<file path="src/rtl/segment_led_pkg.sv">
// Shared types and helpers for the multiplexed segment-LED scanner.
package segment_led_pkg;

    typedef enum logic [1:0] {
        IDLE,
        BLANK,
        ON
    } scan_state_t;

    // Widest bus the polarity helper handles; callers slice the result back down.
    localparam int POL_W = 64;

    function automatic logic [POL_W-1:0] apply_polarity(input logic [POL_W-1:0] value,
                                                        input logic             active_low);
        return active_low ? ~value : value;
    endfunction

endpackage

</file>
<file path="src/rtl/segment_led_pwm.sv">
// Brightness PWM: phase counter over 2^BRIGHTNESS_BITS-1 steps, cleared on each ON entry.
// lit_o reflects the phase the counter takes at the coming edge, so the caller can register it.
module segment_led_pwm #(
    parameter int BRIGHTNESS_BITS = 4
) (
    input  logic                       clk_i,
    input  logic                       rst_i,
    input  logic                       clear_i,
    input  logic                       run_i,
    input  logic [BRIGHTNESS_BITS-1:0] brightness_i,
    output logic                       lit_o
);

    localparam logic [BRIGHTNESS_BITS-1:0] PWM_LAST = BRIGHTNESS_BITS'((2 ** BRIGHTNESS_BITS) - 2);

    logic [BRIGHTNESS_BITS-1:0] pwm_q, pwm_d;

    always_comb begin
        pwm_d = pwm_q;
        if (clear_i) begin
            pwm_d = '0;
        end else if (run_i) begin
            pwm_d = (pwm_q == PWM_LAST) ? '0 : pwm_q + 1'b1;
        end
    end

    always_ff @(posedge clk_i or posedge rst_i) begin
        if (rst_i) begin
            pwm_q <= '0;
        end else begin
            pwm_q <= pwm_d;
        end
    end

    // All-ones brightness exceeds every phase value, so it is always lit.
    assign lit_o = (pwm_d < brightness_i);

endmodule

</file>
<file path="src/rtl/segment_led_scanner.sv">
// Multiplexed segment-LED driver: slot scan with leading blank window, PWM brightness,
// double-buffered digit data (loaded at each frame start) and per-digit enables.
module segment_led_scanner
    import segment_led_pkg::*;
#(
    parameter int   NUMBER_OF_SEGMENTS = 8,
    parameter int   NUMBER_OF_DIGITS   = 4,
    parameter int   SCAN_DIVIDER       = 1000,
    parameter int   BLANK_CYCLES       = 16,
    parameter int   BRIGHTNESS_BITS    = 4,
    parameter logic SEGMENT_ACTIVE_LOW = 1'b0,
    parameter logic DIGIT_ACTIVE_LOW   = 1'b1
) (
    input  logic                          clock,
    input  logic                          reset,
    input  logic                          enable,
    input  logic [BRIGHTNESS_BITS-1:0]    brightness,
    input  logic [NUMBER_OF_DIGITS-1:0]   digit_enable,
    input  logic [NUMBER_OF_SEGMENTS-1:0] digits [0:NUMBER_OF_DIGITS-1],
    input  logic                          update,
    output logic [NUMBER_OF_SEGMENTS-1:0] segment_out,
    output logic [NUMBER_OF_DIGITS-1:0]   digit_selector_out,
    output logic                          frame_start
);

    localparam int CNT_W  = $clog2(SCAN_DIVIDER);
    localparam int SLOT_W = $clog2(NUMBER_OF_DIGITS);

    localparam logic [CNT_W-1:0]  BLANK_LAST = CNT_W'(BLANK_CYCLES - 1);
    localparam logic [CNT_W-1:0]  SCAN_LAST  = CNT_W'(SCAN_DIVIDER - 1);
    localparam logic [SLOT_W-1:0] SLOT_LAST  = SLOT_W'(NUMBER_OF_DIGITS - 1);

    localparam logic [NUMBER_OF_SEGMENTS-1:0] SEG_OFF = {NUMBER_OF_SEGMENTS{SEGMENT_ACTIVE_LOW}};
    localparam logic [NUMBER_OF_DIGITS-1:0]   DIG_OFF = {NUMBER_OF_DIGITS{DIGIT_ACTIVE_LOW}};

    scan_state_t                   state_q, state_d;
    logic [CNT_W-1:0]              cnt_q, cnt_d;
    logic [SLOT_W-1:0]             slot_q, slot_d;
    logic                          load_active;
    logic                          frame_start_d;

    logic [NUMBER_OF_SEGMENTS-1:0] shadow_dig_q [0:NUMBER_OF_DIGITS-1];
    logic [NUMBER_OF_DIGITS-1:0]   shadow_en_q;
    logic [NUMBER_OF_SEGMENTS-1:0] active_dig_q [0:NUMBER_OF_DIGITS-1];
    logic [NUMBER_OF_SEGMENTS-1:0] active_dig_d [0:NUMBER_OF_DIGITS-1];
    logic [NUMBER_OF_DIGITS-1:0]   active_en_q, active_en_d;

    logic                          pwm_clear, pwm_run, pwm_lit;
    logic                          lit_d;
    logic [NUMBER_OF_DIGITS-1:0]   onehot_d;
    logic [NUMBER_OF_SEGMENTS-1:0] seg_raw_d, seg_d, seg_q;
    logic [NUMBER_OF_DIGITS-1:0]   dig_raw_d, dig_d, dig_q;
    logic [POL_W-1:0]              seg_pol, dig_pol;
    logic                          frame_q;

    // Scan sequencing: slot timing is fixed, independent of which digits are enabled.
    always_comb begin
        state_d       = state_q;
        cnt_d         = cnt_q;
        slot_d        = slot_q;
        load_active   = 1'b0;
        frame_start_d = 1'b0;
        if (!enable) begin
            state_d = IDLE;
            cnt_d   = '0;
            slot_d  = '0;
        end else begin
            unique case (state_q)
                IDLE: begin
                    state_d       = BLANK;
                    cnt_d         = '0;
                    slot_d        = '0;
                    load_active   = 1'b1;
                    frame_start_d = 1'b1;
                end
                BLANK: begin
                    cnt_d = cnt_q + 1'b1;
                    if (cnt_q == BLANK_LAST) begin
                        state_d = ON;
                    end
                end
                ON: begin
                    if (cnt_q == SCAN_LAST) begin
                        cnt_d   = '0;
                        state_d = BLANK;
                        if (slot_q == SLOT_LAST) begin
                            slot_d        = '0;
                            load_active   = 1'b1;
                            frame_start_d = 1'b1;
                        end else begin
                            slot_d = slot_q + 1'b1;
                        end
                    end else begin
                        cnt_d = cnt_q + 1'b1;
                    end
                end
                default: state_d = IDLE;
            endcase
        end
    end

    // The active buffer takes the shadow as it stood before this edge, so an update
    // landing on a frame start is only shown from the following frame.
    always_comb begin
        active_dig_d = active_dig_q;
        active_en_d  = active_en_q;
        if (load_active) begin
            active_dig_d = shadow_dig_q;
            active_en_d  = shadow_en_q;
        end
    end

    always_ff @(posedge clock or posedge reset) begin
        if (reset) begin
            state_q     <= IDLE;
            cnt_q       <= '0;
            slot_q      <= '0;
            shadow_en_q <= '0;
            active_en_q <= '0;
            for (int i = 0; i < NUMBER_OF_DIGITS; i++) begin
                shadow_dig_q[i] <= '0;
                active_dig_q[i] <= '0;
            end
        end else begin
            state_q      <= state_d;
            cnt_q        <= cnt_d;
            slot_q       <= slot_d;
            active_dig_q <= active_dig_d;
            active_en_q  <= active_en_d;
            if (update) begin
                shadow_dig_q <= digits;
                shadow_en_q  <= digit_enable;
            end
        end
    end

    assign pwm_clear = (state_d == ON) && (state_q != ON);
    assign pwm_run   = (state_d == ON);

    segment_led_pwm #(
        .BRIGHTNESS_BITS(BRIGHTNESS_BITS)
    ) u_pwm (
        .clk_i       (clock),
        .rst_i       (reset),
        .clear_i     (pwm_clear),
        .run_i       (pwm_run),
        .brightness_i(brightness),
        .lit_o       (pwm_lit)
    );

    // Outputs are decoded from next-state values so the pins change on the same edge
    // as the scan state; at most one select bit can ever be set.
    always_comb begin
        onehot_d         = '0;
        onehot_d[slot_d] = 1'b1;
        lit_d            = (state_d == ON) && active_en_d[slot_d] && pwm_lit;
        seg_raw_d        = lit_d ? active_dig_d[slot_d] : '0;
        dig_raw_d        = lit_d ? onehot_d : '0;
        seg_pol          = apply_polarity(POL_W'(seg_raw_d), SEGMENT_ACTIVE_LOW);
        dig_pol          = apply_polarity(POL_W'(dig_raw_d), DIGIT_ACTIVE_LOW);
        seg_d            = seg_pol[NUMBER_OF_SEGMENTS-1:0];
        dig_d            = dig_pol[NUMBER_OF_DIGITS-1:0];
    end

    always_ff @(posedge clock or posedge reset) begin
        if (reset) begin
            seg_q   <= SEG_OFF;
            dig_q   <= DIG_OFF;
            frame_q <= 1'b0;
        end else begin
            seg_q   <= seg_d;
            dig_q   <= dig_d;
            frame_q <= frame_start_d;
        end
    end

    assign segment_out        = seg_q;
    assign digit_selector_out = dig_q;
    assign frame_start        = frame_q;

endmodule

</file>
<file path="config.mk">
export PLATFORM = sky130hd
export DESIGN_NAME = segment_led_scanner
export DESIGN_NICKNAME = d
export VERILOG_FILES = /design/src/rtl/segment_led_pkg.sv /design/src/rtl/segment_led_pwm.sv /design/src/rtl/segment_led_scanner.sv
export SDC_FILE = /design/constraint.sdc
export NUM_CORES = 1
export LEC_CHECK = 0
export BUFFER_PORTS_ARGS = -buffer_cell sky130_fd_sc_hd__buf_2
export CAP_MARGIN = 5
export CORE_MARGIN = 1
export CORE_UTILIZATION = 58
export CTS_CLUSTER_DIAMETER = 30
export DETAILED_ROUTE_END_ITERATION = 8
export PLACE_DENSITY_LB_ADDON = 0.12
export SLEW_MARGIN = 20
export SYNTH_ARGS = -nofsm -noshare
export SYNTH_HDL_FRONTEND = slang
export SYNTH_SLANG_ARGS = --single-unit
</file>
<file path="constraint.sdc">
create_clock -name clock -period 5.2 [get_ports clock]
set_input_delay 1.3 -clock clock [delete_from_list [all_inputs] [get_ports clock]]
set_output_delay 1.3 -clock clock [all_outputs]
set_load 0.03 [all_outputs]
</file>
==> results of run 1 <==
==> cells by family after synthesis <==
kind of cell | count (synthesis) | share of synthesized area
mux | 79 | 0.189
buf+inv | 33 | 0.0305
flops | 103 | 0.557
fa+ha+maj | 9 | 0.0243
compound gates | 64 | 0.102
simple gates | 83 | 0.0971
==> worst max-delay path: stages, from the launching register on <==
cell and delay, ns:
dfrtp_1 0.43, inv_1 0.12, ha_1 0.40, or3b_2 0.48, nor4_1 0.28, a311o_1 0.68, mux2_2 0.41, a32o_1 0.26
a221oi_2 0.59, nor3b_1 0.15
==> sequential cells by signal, summed over array words and instances (netlist names), 2 cells and up <==
signal,count
cnt_q,10
shadow_dig_q,32
state_q,2
segment_out,8
shadow_en_q,4
active_dig_q,32
active_en_q,4
digit_selector_out,4
slot_q,2
u_pwm.pwm_q,4
==> through the flow <==
step	setup slack [ns]	utilization	hold slack, ns	instances
2_1_floorplan	1.20	-	0.433	371
3_3_place_gp	1.31	0.645	0.461	512
3_5_place_dp	1.18	0.645	0.461	512
4_1_cts	1.28	0.670	0.487	528
5_1_grt	1.03	0.670	0.524	528
6_report	1.25	0.670	0.484	528
==> routing by layer <==
layer / global-route usage / wire length [um] / up-vias
met5: 0 / 0 / -
met4: 0.0780 / 132 / 0
met3: 0.0645 / 357 / 13
met2: 0.387 / 4580 / 71
met1: 0.300 / 3890 / 1536
li1: - / - / 1447
==> worst paths after layout <==
path                            slack, ns  cells past startpoint        endpoint
worst min register to register       0.48                      2  active_en_q[3]
worst max register to register       1.25                      9  segment_out[3]
min in group asynchronous            1.11                      2        cnt_q[0]
worst max-delay path                 1.25                      9  segment_out[3]
worst min-delay path                 0.48                      2  active_en_q[3]
max in group asynchronous            3.15                      3  active_en_q[0]
==> power groups by stage <==
stage               clock [mW]  combinational, mW  sequential (mW)
global placement             0              0.219            0.933
global route             0.524              0.248            0.932
floorplan                    0              0.174            0.924
CTS                      0.493              0.227            0.922
detailed placement           0              0.225            0.938
finish                   0.479              0.225            0.921
==> cell usage after synthesis (2+ instances only) <==
cell	count	area share
and3_1	2	0.0027
a2bb2oi_1	2	0.0038
nor3_1	4	0.0043
mux2_2	70	0.17
or4_1	3	0.0049
inv_1	12	0.0097
o31ai_1	2	0.0032
buf_2	5	0.0054
a21o_1	3	0.0049
clkbuf_1	14	0.011
nand3_1	7	0.0076
nand2_1	32	0.026
nand2b_1	4	0.0054
nand4b_1	2	0.0038
ha_1	9	0.024
o21ai_0	18	0.019
a21oi_1	5	0.0054
nor3b_1	8	0.013
a22oi_1	8	0.013
o221ai_1	8	0.015
nand4_1	3	0.0040
mux2i_1	9	0.019
dfstp_2	4	0.023
a311oi_1	2	0.0038
dfrtp_1	99	0.53
nor2_1	6	0.0049
or3_1	2	0.0027
==> layout make-up <==
cell class	instances	area, um2
Fill cell	580	2550
Timing Repair Buffer	60	310
Sequential cell	103	2580
Tap cell	102	128
Multi-Input combinational cell	235	1920
Clock inverter	6	51.3
Inverter	12	47.5
Clock buffer	10	138
==> impl_metrics.env, run 1 <==
export IMPL_fin_nets=474
export IMPL_finalCritPeriodShare=0.760
export IMPL_cts_buffers=9
export IMPL_p_seq_frac=0.567
export IMPL_yosys_warnings=0
export IMPL_ir_drop_v=0.000171
export IMPL_rows=32
export IMPL_power_density_nw_per_um2=314
export IMPL_critPathKind="reg2reg"
export IMPL_p_int_mw=1.20
export IMPL_post_cts_resize_count=0
export IMPL_grt_pass1_wl_um=15100
export IMPL_end_kind="register"
export IMPL_via_per_inst=5.81
export IMPL_hold_viol=0
export IMPL_setup_viol=0
export IMPL_ant_nets=0
export IMPL_cp_startpoint="state_q[0]"
export IMPL_grt_ovfl_total=0
export IMPL_avgSynthCellArea_um2=12.5
export IMPL_core_area_um2=7730
export IMPL_synth_net_count=424
export IMPL_drv_slew=0
export IMPL_area_delta_synth_final_pct=11.6
export IMPL_max_freq_ghz=0.253
export IMPL_p_switching_uw=430
export IMPL_clock_latency_ns=0.37
export IMPL_placed_area_um2=4990
export IMPL_rsz0062_at_grt="no"
export IMPL_pwr_share_comb=0.138
export IMPL_synth_edff_count=0
export IMPL_grt_use_total=0.235
export IMPL_antenna_found_initial=0
export IMPL_wl_per_cell_um=17.0
export IMPL_dieArea_um2=8360
export IMPL_h_tree_depth=3
export IMPL_cts_sinks=103
export IMPL_ys_seq_area_frac=0.557
export IMPL_yosys_register_bits=103
export IMPL_clkTransAtPathRegs_ns=0.11
export IMPL_start_util=0.600
export IMPL_syn_cell_area_um2=4640
export IMPL_pwr_share_clk=0.295
export IMPL_dieWidth_um=91.4
export IMPL_cts_root_buf="clkbuf_8"
export IMPL_status="completed"
export IMPL_worstSetupStartpointType="register"
export IMPL_synth_cell_types=55
export IMPL_finalCriticalPeriod_ns=3.95
export IMPL_num_vias=3067
export IMPL_cts_hold_buf=0
export IMPL_drv_cap=0
export IMPL_final_area_um2=5180
export IMPL_min_delay_path_class="reg2reg"
export IMPL_arrival_ns=4.16
export IMPL_cts_tree="yes"
export IMPL_hold_start="active_en_q[3]"
export IMPL_drc=0
export IMPL_grt_max_degree=74
export IMPL_slew_headroom=0.390
export IMPL_mostFrequentLayoutCells="dfrtp_1, mux2_2, buf_2"
export IMPL_n_antenna_cell=0
export IMPL_swShare=0.265
export IMPL_post_cts_buffers=0
export IMPL_clockBufferDepth=2
export IMPL_regToRegStartpoint="state_q[0]"
export IMPL_required_ns=5.41
export IMPL_fin_tns_setup_ns=0
export IMPL_io_buffer_count=56
export IMPL_fin_skew_ns=0.0127
export IMPL_dpl_hpwl_um=6130
export IMPL_crit_path_max_fanout=13
export IMPL_drt_initial_drc_count=151
export IMPL_firstDrtPassIters=4
export IMPL_routed_wl_um=8960
export IMPL_p_leak_nw=2.30
export IMPL_grt_pass1_vias=3108
export IMPL_die_h_um=91.4
export IMPL_syn_inst=371
export IMPL_ys_flop_type="dfrtp_1"
export IMPL_layout_commonest_cell="dfrtp_1"
export IMPL_drive_above_1_share=0.378
export IMPL_finalPower_mw=1.63
export IMPL_pin_count=57
export IMPL_tightestPinTransition_ns=0.912
export IMPL_globalplace_congestion=0.819
export IMPL_async_flop_share=1.00
No activity file was read; power rests on OpenSTA's default activity.
==> run 2, diff against run 1 <==
CORE_UTILIZATION = 52   (was 58)
clock period = 3.6 ns   (was 5.2 ns; I/O delays follow)
==> run 2 against run 1 <==
Against the previous run: sequential share of layout area down 1.9 points; clock-buffer cell count down 1; cell area up 4.0%; core utilization down 4.9 points; worst setup slack worse by 1.2 ns; cell count up 4.5%; routed wire length up 2.9%; largest cell class unchanged.
==> impl_metrics.env, run 2 (synthesis results as in run 1) <==
export IMPL_core_area_um2=8680
export IMPL_cts_tree="yes"
export IMPL_rsz0062_at_grt="yes"
export IMPL_crit_path_max_fanout=6
export IMPL_dp_cells=535
export IMPL_hold_start="active_en_q[3]"
export IMPL_antenna_found_initial=0
export IMPL_ir_drop_v=0.000360
export IMPL_drive_above_1_share=0.417
export IMPL_h_tree_depth=3
export IMPL_status="completed"
export IMPL_cts_sinks=103
export IMPL_firstDrtPassIters=5
export IMPL_fin_skew_ns=0.0134
export IMPL_regToRegStartpoint="cnt_q[5]"
export IMPL_grt_ovfl_total=0
export IMPL_dieWidth_um=96.4
export IMPL_mostFrequentLayoutCells="dfrtp_1, mux2_2, buf_2"
export IMPL_grt_use_total=0.220
export IMPL_cts_buffers=9
export IMPL_globalplace_congestion=0.788
export IMPL_finalCriticalPeriod_ns=3.56
export IMPL_regArea_um2=2580
export IMPL_end_kind="register"
export IMPL_p_leak_nw=2.41
export IMPL_wl_per_cell_um=16.7
export IMPL_io_buffer_count=56
export IMPL_die_h_um=96.4
export IMPL_final_area_um2=5390
export IMPL_clock_latency_ns=0.37
export IMPL_finalPower_mw=2.36
export IMPL_required_ns=3.89
export IMPL_num_vias=3085
export IMPL_drt_initial_drc_count=96
export IMPL_whs_ns=0.500
export IMPL_cts_root_buf="clkbuf_8"
export IMPL_final_util=0.621
export IMPL_ant_nets=0
export IMPL_dpl_hpwl_um=6480
export IMPL_drv_slew=0
export IMPL_arrival_ns=3.85
export IMPL_dieArea_um2=9300
export IMPL_area_delta_synth_final_pct=16.1
export IMPL_min_delay_path_class="reg2reg"
export IMPL_n_antenna_cell=0
export IMPL_placed_area_um2=5130
export IMPL_power_density_nw_per_um2=438
export IMPL_hold_viol=0
export IMPL_tightestPinTransition_ns=0.828
export IMPL_fin_nets=492
export IMPL_layoutNonFillerInstCount=552
export IMPL_critPathKind="reg2reg"
export IMPL_slew_headroom=0.448
export IMPL_finalCritPeriodShare=0.989
export IMPL_grt_max_degree=38
export IMPL_drv_cap=0
export IMPL_setup_viol=0
export IMPL_max_freq_ghz=0.281
export IMPL_multi_input_area_um2=1970
export IMPL_drc=0
export IMPL_layout_commonest_cell="dfrtp_1"
export IMPL_rows=34
export IMPL_cp_startpoint="cnt_q[5]"
export IMPL_routed_wl_um=9220
export IMPL_clockBufferDepth=2
export IMPL_fillCellCount=734
export IMPL_grt_pass1_wl_um=15200
export IMPL_via_per_inst=5.59
export IMPL_worstSetupStartpointType="register"
export IMPL_clkTransAtPathRegs_ns=0.10
export IMPL_pin_count=57
export IMPL_start_util=0.534
export IMPL_top_regs="active_dig_q x32, shadow_dig_q x32, cnt_q x10"
export IMPL_grt_pass1_vias=3128
-- run 2: changes by cell type in the layout (fill, tap and decap cells not counted), moves of 2 or more --
cell	before	now
o21ai_0	18	16
or4_4	1	3
or4_1	3	1
ha_1	9	7
buf_4	4	21
-- run 2: worst paths after layout --
path	endpoint	slack, ns	cells after the start
setup / recovery	digit_selector_out[3]	0.04	11
hold / removal	active_en_q[3]	0.50	2
setup reg to reg	digit_selector_out[3]	0.04	11
hold reg to reg	active_en_q[3]	0.50	2
max in group asynchronous	digit_selector_out[2]	2.36	3
min in group asynchronous	shadow_dig_q[29]	0.51	2
-- run 2: through the flow --
stage / setup slack (ns) / TNS (ns)
global placement: 0.00783 / 0
CTS: -0.00255 / -0.00255
floorplan: 0.00278 / 0
detailed placement: -0.0435 / -0.0435
finish: 0.0382 / 0
global route: -0.0731 / -0.128
-- run 2: power breakdown --
group	internal, mW	switching (mW)	total, mW
sequential	1.28	0.0493	1.33
combinational	0.178	0.158	0.336
clock	0.266	0.428	0.694
-- run 2: critical path, cell delays in order, from the launching register on --
cell     delay (ns)
dfrtp_1        0.39
or4_1          0.51
or4_4          0.44
a31o_4         0.25
a21oi_4        0.17
nand2_4        0.08
a22o_4         0.27
ha_4           0.20
a21o_1         0.14
a21o_1         0.18
a211o_4        0.36
or4_4          0.48
-- run 2: timing repair --
item	CTS	global route
hold buffers	0	0
pin swaps	3	3
setup endpoints to repair	3	10
gates resized for setup	4	7
buffers inserted	1	0
-- run 2: layout make-up --
type,instances,share of cell area
tap,108,0.0251
inverter,12,0.00883
clock inverter,7,0.0123
sequential,103,0.480
clock buffer,9,0.0230
timing repair buffer,78,0.0850
multi-input combinational,235,0.366
-- run 2: layer usage --
layer	vias to the layer above	GRT usage	wire length, um
met5	-	0	0
met4	0	0.0490	75
met3	7	0.0563	339
met2	53	0.364	4680
met1	1543	0.292	4120
li1	1482	-	-
